[config.mk]
export PLATFORM = sky130hd
export DESIGN_NAME = riscv_mul
export DESIGN_NICKNAME = d
export VERILOG_FILES = /design/src/rtl/riscv_mul.sv
export SDC_FILE = /design/constraint.sdc
export NUM_CORES = 1
export LEC_CHECK = 0
export ABC_CLOCK_PERIOD_IN_PS = 4200
export CORE_MARGIN = 3
export CORE_UTILIZATION = 36
export CTS_BUF_LIST = sky130_fd_sc_hd__clkbuf_4
export CTS_CLUSTER_SIZE = 25
export DETAILED_ROUTE_END_ITERATION = 8
export PLACE_DENSITY = 0.56
export SYNTH_ARGS = -nofsm -noshare
export SYNTH_HDL_FRONTEND = slang
export SYNTH_SLANG_ARGS = --single-unit
[constraint.sdc]
create_clock -name clk -period 4.2 [get_ports clk]
set_clock_uncertainty 0.2 [all_clocks]
set_input_delay 1.05 -clock clk [delete_from_list [all_inputs] [get_ports clk]]
set_output_delay 1.05 -clock clk [all_outputs]
set_load 0.01 [all_outputs]
[src/rtl/riscv_mul.sv]
// Iterative radix-2 shift-add multiplier for the RV M-extension (MUL/MULH/MULHSU/MULHU/MULW).
// Shares the divider's issue/stall/bubble contract; result is a one-cycle mul_bubble=0 pulse.
`ifndef RV32I
`define RV32I 2'b01
`endif

module riscv_mul #(
    parameter int XLEN = 64,
    parameter int ILEN = 64
) (
    input  logic            clk,
    input  logic            rstn,
    input  logic            ex_stall,
    output logic            mul_stall,
    input  logic            id_bubble,
    input  logic [ILEN-1:0] id_instr,
    input  logic [XLEN-1:0] opA,
    input  logic [XLEN-1:0] opB,
    input  logic [1:0]      st_xlen,
    output logic            mul_bubble,
    output logic [XLEN-1:0] mul_r
);

    localparam int CW = $clog2(XLEN);
    localparam logic [XLEN-1:0] LO32 = XLEN'(64'h0000_0000_FFFF_FFFF);

    typedef enum logic [1:0] {
        ST_CHK = 2'b00,
        ST_MUL = 2'b01,
        ST_RES = 2'b10
    } state_t;

    typedef enum logic [2:0] {
        OP_NONE, OP_MUL, OP_MULH, OP_MULHSU, OP_MULHU, OP_MULW
    } op_t;

    state_t                 r_state;
    logic [6:0]             r_f7;
    logic [2:0]             r_f3;
    logic [4:0]             r_opc;
    logic [XLEN-1:0]        r_mc;
    logic [XLEN-1:0]        r_mp;
    logic [XLEN-1:0]        r_acc;
    logic                   r_neg;
    logic [CW-1:0]          r_cnt;

    logic [ILEN-1:0]        w_unused_instr;
    op_t                    w_id_op;
    op_t                    w_issue_op;
    logic                   w_mulw_ok;
    logic                   w_issue;
    logic                   w_zero;
    logic [XLEN-1:0]        w_mc;
    logic [XLEN-1:0]        w_mp;
    logic                   w_neg;
    logic [XLEN:0]          w_sum;

    function automatic op_t fn_decode(input logic [6:0] f7, input logic [2:0] f3,
                                      input logic [4:0] opc);
        op_t op;
        op = OP_NONE;
        if (f7 == 7'b0000001) begin
            if (opc == 5'b01100) begin
                case (f3)
                    3'b000:  op = OP_MUL;
                    3'b001:  op = OP_MULH;
                    3'b010:  op = OP_MULHSU;
                    3'b011:  op = OP_MULHU;
                    default: op = OP_NONE;
                endcase
            end else if (opc == 5'b01110 && f3 == 3'b000) begin
                op = OP_MULW;
            end
        end
        return op;
    endfunction

    function automatic logic [XLEN-1:0] fn_abs(input logic [XLEN-1:0] v);
        return v[XLEN-1] ? -v : v;
    endfunction

    // Sign fix-up is applied to the full 2*XLEN product before the high half is taken.
    function automatic logic [XLEN-1:0] fn_result(input op_t op, input logic [XLEN-1:0] acc,
                                                  input logic [XLEN-1:0] mp, input logic neg);
        logic [2*XLEN-1:0] p;
        logic [2*XLEN-1:0] pn;
        p  = {acc, mp};
        pn = neg ? -p : p;
        case (op)
            OP_MUL:             return p[XLEN-1:0];
            OP_MULH, OP_MULHSU: return pn[2*XLEN-1:XLEN];
            OP_MULHU:           return p[2*XLEN-1:XLEN];
            OP_MULW:            return XLEN'($signed(mp[XLEN-1 -: 32]));
            default:            return '0;
        endcase
    endfunction

    assign w_unused_instr = id_instr;
    assign w_id_op    = fn_decode(id_instr[31:25], id_instr[14:12], id_instr[6:2]);
    assign w_mulw_ok  = (st_xlen != `RV32I) && (XLEN == 64);
    assign w_issue_op = (w_id_op == OP_MULW && !w_mulw_ok) ? OP_NONE : w_id_op;
    assign w_issue    = !ex_stall && !id_bubble && (w_issue_op != OP_NONE);
    assign w_zero     = (w_issue_op == OP_MULW) ? (opA[31:0] == 32'd0 || opB[31:0] == 32'd0)
                                                : (opA == '0 || opB == '0);
    assign w_sum      = {1'b0, r_acc} + {1'b0, (r_mp[0] ? r_mc : {XLEN{1'b0}})};

    always_comb begin
        w_mc  = opB;
        w_mp  = opA;
        w_neg = 1'b0;
        case (w_issue_op)
            OP_MULH: begin
                w_mc  = fn_abs(opB);
                w_mp  = fn_abs(opA);
                w_neg = opA[XLEN-1] ^ opB[XLEN-1];
            end
            OP_MULHSU: begin
                w_mp  = fn_abs(opA);
                w_neg = opA[XLEN-1];
            end
            OP_MULW: begin
                w_mc = opB & LO32;
                w_mp = opA & LO32;
            end
            default: ;
        endcase
    end

    always_ff @(posedge clk or negedge rstn) begin
        if (!rstn) begin
            r_state    <= ST_CHK;
            mul_bubble <= 1'b1;
            mul_stall  <= 1'b0;
            mul_r      <= '0;
            r_f7       <= '0;
            r_f3       <= '0;
            r_opc      <= '0;
            r_mc       <= '0;
            r_mp       <= '0;
            r_acc      <= '0;
            r_neg      <= 1'b0;
            r_cnt      <= '0;
        end else begin
            mul_bubble <= 1'b1;
            if (!ex_stall) begin
                r_f7  <= id_instr[31:25];
                r_f3  <= id_instr[14:12];
                r_opc <= id_instr[6:2];
            end
            case (r_state)
                ST_CHK: begin
                    if (w_issue) begin
                        if (w_zero) begin
                            mul_r      <= '0;
                            mul_bubble <= 1'b0;
                        end else begin
                            r_mc      <= w_mc;
                            r_mp      <= w_mp;
                            r_acc     <= '0;
                            r_neg     <= w_neg;
                            r_cnt     <= (w_issue_op == OP_MULW) ? CW'(31) : CW'(XLEN-1);
                            mul_stall <= 1'b1;
                            r_state   <= ST_MUL;
                        end
                    end
                end
                // One multiplier bit per edge; the adder carry lands in acc's MSB.
                ST_MUL: begin
                    {r_acc, r_mp} <= {w_sum, r_mp[XLEN-1:1]};
                    r_cnt         <= r_cnt - 1'b1;
                    if (r_cnt == '0)
                        r_state <= ST_RES;
                end
                ST_RES: begin
                    mul_r      <= fn_result(fn_decode(r_f7, r_f3, r_opc), r_acc, r_mp, r_neg);
                    mul_stall  <= 1'b0;
                    mul_bubble <= 1'b0;
                    r_state    <= ST_CHK;
                end
                default: r_state <= ST_CHK;
            endcase
        end
    end

endmodule

==> summary.md, run 1 <==
| Metric | Value |
|---|---|
| Synthesized-area fraction occupied by adder cells | 0.0418 |
| Area of the core | 0.0568 mm^2 |
| Path category of the worst min-delay check | in2async |
| Source of the critical timing path | opB[41] |
| Die ar. | 0.0608 mm^2 |
| Top library cells by usage in the layout, fill and taps aside | sky130_fd_sc_hd__buf_4 (465), sky130_fd_sc_hd__nand2_1 (291), sky130_fd_sc_hd__dfrtp_1 (279), sky130_fd_sc_hd__clkdlybuf4s50_1 (197), sky130_fd_sc_hd__o21ai_0 (184) |
| Area share of the leading cell type in the synthesized netlist | 0.337 |
| Endpoints failing setup | 0 |
| End of the critical path | r_acc[8] |
| Initial antenna violation count | 2 |
| Initial core utilization | 0.367 |
| Post-layout nets | 3436 |
| DRC errors left | 0 |
| Power density over the cells | 318 mW/mm^2 |
| Post-DR wirelength/cell | roughly 21 um |
| Routed vias | 22603 |
| Initial DRC count | 2182 |
| ANT nets after route | 0 |
| Unrepaired setup endpoints after global routing | true |
| Summed instance area of the synthesized netlist | 0.0208 mm^2 |
| Main combinational cell family by area after synthesis | compound AO/OA/AOI/OAI gates |
| Post-synthesis xor/xnor area fraction | 0.0626 |
| Total power consumption of the routed design | 0.00922 W |
| Cell count of the worst reg-to-reg path | 11 |
| Maximum count of clock buffers along a single path | 3 |
| Max-cap violations | 0 |
| Post-Synthesis Mean Instance Area | 8.22 um^2 |
| Post-synthesis simple-gate area fraction | 0.218 |
| Run status | completed |
| Endpoint of the worst-slack reg-to-reg timing path | mul_r[38] |
| Time the final worst path needs with I/O delays and setup | 4160 ps |
| Max-slew violation count | 0 |
| Maximum net fanout on the critical path | 5 |
| Compound-cell area share of the yosys netlist | 0.255 |
| Hold slack final | 66.2 ps |
| Number of enable-type register cells in the synthesized netlist | 0 |
| Most common cell after layout, fill and taps aside | sky130_fd_sc_hd__buf_4 |
| Maximum number of pins on one net before global-route repair | 95 |
| Multiplexer share of the synthesized area | 0.0383 |
| # IOs | 264 |
| Layout cell share with drive strength beyond 1 | 0.248 |
| Insertion delay of the later-clocked pin in the worst-skew pair | 860 ps |
| Type of the worst setup path | in2reg |
| Unique cell type count in the Yosys netlist | about 80 |
| Aggregate global routing overflow | 0 |
| Max frequency | ~240 MHz |
| Post-detail-place hpwl | approximately 64000 um |
| H-tree Lvls | 3 |
| Final core occ | 0.511 |
| Number of input and output port buffers inserted | 214 |
| Post-synthesis instance total | 2537 |
| Crit Reg-Reg Startpoint | r_acc[21] |
| Y dimension of the die | 247 um |
| CTS clock-pin slew for the worst setup and hold paths | ~70 ps |
| Critical Path Source Type | input port |
| CTS tree | yes |
| Cell at the root of the clock tree | sky130_fd_sc_hd__clkbuf_4 |
| Transition at the pin with the smallest max-transition slack | around 1200 ps |
| Global placer's final weighted congestion | 0.927 |
| Top cells by area in the synthesized netlist | sky130_fd_sc_hd__dfrtp_1 (34%), sky130_fd_sc_hd__o21ai_0 (6.5%), sky130_fd_sc_hd__nand2_1 (5.3%) |
| Area growth from synthesis to layout | 39.2% |
| Synthesis-stage register bit count | 282 |
| Normalized max-slew margin | 0.222 |
| Clock buffer count from CTS | 83 |
| Static power due to leakage | roughly 13 nW |
| Hold Fails Final Rpt | 0 |
| Flop2flop setup slack | ~120 ps |
| Async S/R FF share, synth | 1.00 |
| Register area share after synthesis | 0.339 |
| Period Utilization, post-route | 0.990 |
| FP Rows | 87 |
| Nets in the synthesized netlist | 2804 |
| Filler cells | around 5400 |
| Die outline width | 247 um |
| Required @ worst endpoint | 4720 ps |
| Worst VDD drop | 0.000194 V |
| Routed vias/inst | about 5.7 |
| Cell accounting for the most synthesized area | sky130_fd_sc_hd__dfrtp_1 |
| Total GRT Usage | 0.267 |
| Global-route wire length before repair | about 130000 um |
| Leading register cell type out of synthesis | sky130_fd_sc_hd__dfrtp_1 |
| Number of global-route vias before repair | ~22000 |
| Element type at the critical path end | flop |
| Total routed wirelength | roughly 83000 um |
| CTS Sinks | around 280 |
| Pre-antenna DRT Iters | 8 |
| Arrival time worst endpoint | 4680 ps |
| Syn. warnings | 0 |
==> through the flow <==
step / instance area [um^2] / setup TNS [ps] / std cells / setup WS, ps
2_1_floorplan: 21000 / -87960 / 2537 / -401
3_3_place_gp: 27000 / -267640 / 3802 / -1140
3_5_place_dp: 27000 / -275500 / 3802 / -1160
4_1_cts: 28800 / -1120 / 3977 / -58.2
5_1_grt: 29000 / -172 / 3978 / -20.5
6_report: 29000 / 0 / 3979 / 43.4
==> where the power goes <==
group | switching (W) | leakage [nW] | internal [W]
Sequential | 0.000433 | 3.46 | 0.00310
Combinational | 0.00172 | 8.73 | 0.00134
Clock | 0.00126 | 0.597 | 0.00137
Total | 0.00341 | 12.8 | 0.00581
==> routing by layer <==
layer	wire length, um	vias to the layer above	track usage
met5	0	-	0
met4	3220	0	0.104
met3	5160	181	0.0306
met2	37500	835	0.423
met1	36800	10851	0.373
li1	-	10736	-
==> sequential cells by signal, indices dropped and copies added (netlist names) <==
| signal | flops |
|---|---|
| mul_stall | 1 |
| r_opc | 5 |
| r_f3 | 3 |
| r_mc | 64 |
| r_state | 2 |
| r_cnt | 6 |
| r_mp | 64 |
| r_f7 | 7 |
| r_neg | 1 |
| mul_r | 64 |
| mul_bubble | 1 |
| r_acc | 64 |
==> area by class of cell <==
| class | count | area, um^2 | area share |
|---|---|---|---|
| multi-input combinational | 2032 | 13300 | 0.459 |
| timing repair buffer | 727 | 6530 | 0.225 |
| sequential | 282 | 7060 | 0.243 |
| clock inverter | 22 | 141 | 0.00487 |
| clock buffer | 115 | 863 | 0.0297 |
| antenna | 2 | 5.00 | 0.000172 |
| tap | 756 | 946 | 0.0326 |
| inverter | 43 | 161 | 0.00556 |
==> repair_timing <==
item,in CTS,in global routing
hold buffers,0,0
gates cloned,7,2
setup endpoints to repair,261,261
buffers inserted,31,3
endpoints found under the hold margin,0,0
gates resized for setup,76,83
pin swaps,10,26
==> synthesized netlist by cell type (23+ instances only) <==
| library cell | n |
|---|---|
| sky130_fd_sc_hd__nand4_1 | 33 |
| sky130_fd_sc_hd__ha_1 | 68 |
| sky130_fd_sc_hd__xor2_1 | 79 |
| sky130_fd_sc_hd__clkbuf_1 | 146 |
| sky130_fd_sc_hd__nor4_1 | 37 |
| sky130_fd_sc_hd__a221oi_1 | 38 |
| sky130_fd_sc_hd__o22ai_1 | 29 |
| sky130_fd_sc_hd__nand2b_1 | 28 |
| sky130_fd_sc_hd__a21oi_1 | 150 |
| sky130_fd_sc_hd__a22oi_1 | 23 |
| sky130_fd_sc_hd__mux2_2 | 55 |
| sky130_fd_sc_hd__o311ai_0 | 23 |
| sky130_fd_sc_hd__nor2_1 | 108 |
| sky130_fd_sc_hd__o21ai_0 | 271 |
| sky130_fd_sc_hd__or4_1 | 25 |
| sky130_fd_sc_hd__nand3_1 | 132 |
| sky130_fd_sc_hd__and2_1 | 70 |
| sky130_fd_sc_hd__nor3_1 | 78 |
| sky130_fd_sc_hd__or3_1 | 27 |
| sky130_fd_sc_hd__xnor2_1 | 70 |
| sky130_fd_sc_hd__o21a_1 | 39 |
| sky130_fd_sc_hd__a21o_1 | 62 |
| sky130_fd_sc_hd__nand2_1 | 294 |
| sky130_fd_sc_hd__dfrtp_1 | 281 |
| sky130_fd_sc_hd__o31ai_1 | 42 |
| sky130_fd_sc_hd__inv_1 | 43 |
==> worst min path at each step <==
| stage | slack, ps | cells past startpoint | from | endpoint |
|---|---|---|---|---|
| 6_report | 70 | 1 | rstn | mul_r[4] |
| 2_1_floorplan | 240 | 1 | r_cnt[5] | r_cnt[5] |
| 5_1_grt | 110 | 1 | rstn | mul_r[4] |
| 3_5_place_dp | 260 | 2 | mul_r[60] | mul_r[60] |
| 4_1_cts | 20 | 1 | rstn | mul_r[4] |
| 3_3_place_gp | 250 | 1 | r_mc[48] | r_mc[48] |
==> kinds of logic after synthesis <==
family          after synthesis
simple gates                910
mux                          73
xor+xnor                    149
buf+inv                     223
flops                       282
fa+ha+maj                    69
compound gates              831
==> worst max-delay path: stages <==
cell and delay [ps]:
sky130_fd_sc_hd__buf_6 90, sky130_fd_sc_hd__or4_4 520, sky130_fd_sc_hd__or3_4 340, sky130_fd_sc_hd__or4_4 420
sky130_fd_sc_hd__or2_4 240, sky130_fd_sc_hd__or3_4 380, sky130_fd_sc_hd__or4_4 590, sky130_fd_sc_hd__nand4_4 130
sky130_fd_sc_hd__buf_6 110, sky130_fd_sc_hd__and2_4 160, sky130_fd_sc_hd__buf_12 120, sky130_fd_sc_hd__buf_12 120
sky130_fd_sc_hd__buf_12 110, sky130_fd_sc_hd__buf_12 100, sky130_fd_sc_hd__nand3_1 70, sky130_fd_sc_hd__o21ai_1 100
Power figures use the tool's default switching activity.
==> run 2: changes to the inputs <==
--- a/config.mk
+++ b/config.mk
@@ -5,13 +5,14 @@
 export SDC_FILE = /design/constraint.sdc
 export NUM_CORES = 1
 export LEC_CHECK = 0
-export ABC_CLOCK_PERIOD_IN_PS = 4200
+export ABC_AREA = 0
+export ABC_CLOCK_PERIOD_IN_PS = 3800
 export CORE_MARGIN = 3
 export CORE_UTILIZATION = 36
 export CTS_BUF_LIST = sky130_fd_sc_hd__clkbuf_4
 export CTS_CLUSTER_SIZE = 25
 export DETAILED_ROUTE_END_ITERATION = 8
-export PLACE_DENSITY = 0.56
+export PLACE_DENSITY = 0.58
 export SYNTH_ARGS = -nofsm -noshare
 export SYNTH_HDL_FRONTEND = slang
 export SYNTH_SLANG_ARGS = --single-unit
==> constraint.sdc (replaced) <==
create_clock -name clk -period 3.8 [get_ports clk]
set_clock_uncertainty 0.2 [all_clocks]
set_input_delay 0.95 -clock clk [delete_from_list [all_inputs] [get_ports clk]]
set_output_delay 0.95 -clock clk [all_outputs]
set_load 0.005 [all_outputs]
==> run 2 against run 1 <==
Effect of this change:
- the run now ends with setup timing left
- worst hold slack gained 210 ps
- routed wire length grew 9.6%
- highest routed layer unchanged
- first-iteration DRC count grew 8.4%
- cell area grew 14%
- critical endpoint is now r_mp[25]
- core utilization grew 7.3 points
==> summary.md, run 2 (synthesized netlist as in run 1, its figures left out) <==
| Metric | Value |
|---|---|
| Grt met2 use | 0.441 (+0.0179) |
| Area growth from synthesis to layout | 59.0% |
| ANT nets after route | 0 (unchanged) |
| Worst-case setup margin in the final layout | -273 ps (-316 ps) |
| Path category of the worst min-delay check | reg2reg |
| Hold Fails Final Rpt | 0 (unchanged) |
| Reported net switching power | 0.00445 W (+31%) |
| Number of input and output port buffers inserted | 214 (unchanged) |
| Y dimension of the die | 247 um (unchanged) |
| Maximum count of clock buffers along a single path | 3 (unchanged) |
| Top library cells by usage in the layout, fill and taps aside | sky130_fd_sc_hd__buf_4 (567), sky130_fd_sc_hd__dfrtp_1 (280), sky130_fd_sc_hd__clkdlybuf4s50_1 (193), sky130_fd_sc_hd__nand2_1 (180), sky130_fd_sc_hd__a21oi_1 (140) |
| Global placer's final weighted congestion | 0.935 (+0.82%) |
| Total routed wirelength | 90600 um (+9.6%) |
| Layout cell share with drive strength beyond 1 | 0.386 (+0.138) |
| FP Rows | 87 (unchanged) |
| Maximum net fanout on the critical path | 6 (+1) |
| Part of the power in registers | 0.333 (-0.050) |
| Pre-antenna DRT Iters | 8 (unchanged) |
| Initial DRC count | 2366 (+8.4%) |
| Die ar. | 0.0608 mm^2 (unchanged) |
| Period Utilization, post-route | 1.07 |
| Element type at the critical path end | flop |
| Insertion delay of the later-clocked pin in the worst-skew pair | 860 ps (about the same) |
| Arrival time worst endpoint | 4550 ps (-130 ps) |
| Die outline width | 247 um (unchanged) |
| Global Route met3 Usage | 0.0491 (+0.0185) |
| Required @ worst endpoint | 4280 ps (-440 ps) |
| Type of the worst setup path | in2reg |
| Power density over the cells | 346 mW/mm^2 (+8.8%) |
| H-tree Lvls | 3 (unchanged) |
| Cell at the root of the clock tree | sky130_fd_sc_hd__clkbuf_4 |
| Critical Path Source Type | input port |
| Routed vias/inst | 5.75 (+1.2%) |
| Normalized max-slew margin | 0.150 (-0.0721) |
| CTS Sinks | 282 (unchanged) |
| Endpoints failing setup | 266 (+266) |
| Design internal power | 0.00700 W (+20%) |
| Fraction of power spent switching nets | 0.389 (+0.0194) |
| Area of the core | 0.0568 mm^2 (unchanged) |
| Share of total power in the clock network | 0.250 (-0.035) |
| Total GRT Usage | 0.281 (+0.0139) |
| Number of global-route vias before repair | 23036 (+4.7%) |
| Max frequency | 246 MHz |
| Run status | finished, violations left |
| Worst VDD drop | 0.000585 V (+200%) |
| # IOs | 264 (unchanged) |
| CTS tree | yes |
| Global-route wire length before repair | 132000 um (+4.5%) |
| Post-DR wirelength/cell | 21.8 um (+4.8%) |
| Hold slack final | 272 ps (+206 ps) |
| Initial antenna violation count | 2 (unchanged) |
| Combinational share of power | 0.417 (+0.085) |
| Routed vias | 23916 (+5.8%) |
| Maximum number of pins on one net before global-route repair | 145 (+53%) |
| DRC errors left | 0 (unchanged) |
| Met1 capacity usage during global routing | 0.370 (-0.00285) |
| Transition at the pin with the smallest max-transition slack | 1270 ps (+110 ps) |
| Post-detail-place hpwl | 64600 um (+1.7%) |
| Most crowded layer after global routing | met2 |
| CTS clock-pin slew for the worst setup and hold paths | 60 ps (about the same) |
| Most common cell after layout, fill and taps aside | sky130_fd_sc_hd__buf_4 |
| Max-cap violations | 0 (unchanged) |
| Initial core utilization | 0.367 (unchanged) |
| Aggregate global routing overflow | 0 (unchanged) |
| Post-layout nets | 3610 (+5.1%) |
| Time the final worst path needs with I/O delays and setup | 4070 ps |
| Max-slew violation count | 0 (unchanged) |
| Unrepaired setup endpoints after global routing | true |
| Clock buffer count from CTS | 79 (-4.8%) |
| Total power consumption of the routed design | 0.0115 W (+24%) |
| Static power due to leakage | 14.6 nW (+14%) |
| Violations in the final reports | setup timing |
[run 2: cell count changes in the layout (fill, tap and decap cells not counted), moves of 22 or more]
cell | previous run | this run
sky130_fd_sc_hd__nand3_2 | 8 | 45
sky130_fd_sc_hd__buf_4 | 465 | 567
sky130_fd_sc_hd__nand2_2 | 3 | 74
sky130_fd_sc_hd__o21ai_0 | 184 | 109
sky130_fd_sc_hd__o21ai_2 | 6 | 86
sky130_fd_sc_hd__nand2_1 | 291 | 180
sky130_fd_sc_hd__buf_6 | 15 | 37
sky130_fd_sc_hd__nand3_1 | 123 | 74
sky130_fd_sc_hd__nand2_4 | 0 | 39
sky130_fd_sc_hd__buf_12 | 27 | 49
[run 2: worst max-delay path: stages]
cell                        delay [ps]
sky130_fd_sc_hd__buf_2             110
sky130_fd_sc_hd__or4_4             510
sky130_fd_sc_hd__or3_4             340
sky130_fd_sc_hd__or4_4             420
sky130_fd_sc_hd__or2_4             250
sky130_fd_sc_hd__or3_4             330
sky130_fd_sc_hd__or4_4             600
sky130_fd_sc_hd__nand4_4           140
sky130_fd_sc_hd__buf_6             110
sky130_fd_sc_hd__and2_4            210
sky130_fd_sc_hd__buf_8             150
sky130_fd_sc_hd__buf_12            160
sky130_fd_sc_hd__clkbuf_16         180
sky130_fd_sc_hd__o311ai_4          100
[run 2: power groups by stage]
| stage | Sequential (W) | Clock, W | Combinational, W |
|---|---|---|---|
| finish | 0.00382 | 0.00286 | 0.00478 |
| global route | 0.00384 | 0.00308 | 0.00501 |
| global placement | 0.00380 | 0 | 0.00346 |
| floorplan | 0.00382 | 0 | 0.00150 |
| CTS | 0.00377 | 0.00292 | 0.00396 |
| detailed placement | 0.00380 | 0 | 0.00353 |
[run 2: path summary, 6_finish.rpt]
check / end / cells after the start / slack, ps / start
worst max-delay path: r_mp[25] / 14 / -270 / opB[41]
worst min register to register: r_mc[44] / 2 / 270 / r_mc[44]
min in group asynchronous: mul_r[21] / 2 / 440 / rstn
max in group asynchronous: r_mp[0] / 3 / 2070 / rstn
worst min-delay path: r_mc[44] / 2 / 270 / r_mc[44]
worst max register to register: r_acc[62] / 17 / -80 / r_mp[0]
[run 2: timing repair]
item,CTS,global route
resized for setup,417,390
setup buffers,50,31
endpoints found under the hold margin,51,0
hold buffers,1,0
endpoints found under the setup margin,266,263
pin swaps,96,116
cloned,31,9
[run 2: per-stage QoR]
step           worst slack, ps  std cells  cell area (um^2)   util  TNS [ps]
4_1_cts                   -168       4139             31500  0.554    -17660
3_5_place_dp             -1390       3919             27900  0.492   -338740
2_1_floorplan             -701       2537             21000      -   -167580
6_report                  -273       4160             33200  0.583    -37100
5_1_grt                   -357       4158             33100  0.583    -50900
3_3_place_gp             -1330       3919             27900  0.492   -331230
[run 2: routing by layer]
layer,up-vias,wire (um)
li1,11113,-
met1,11566,38200
met2,1008,41400
met3,229,6310
met4,0,4660
met5,-,0
[run 2: layout make-up]
class                      count  area (um^2)
fill                        4964        23700
multi-input combinational   2033        15300
timing repair buffer         904         8660
sequential                   282         7060
tap                          756          946
clock buffer                 104          781
clock inverter                35          210
inverter                      43          161
antenna                        3         7.51
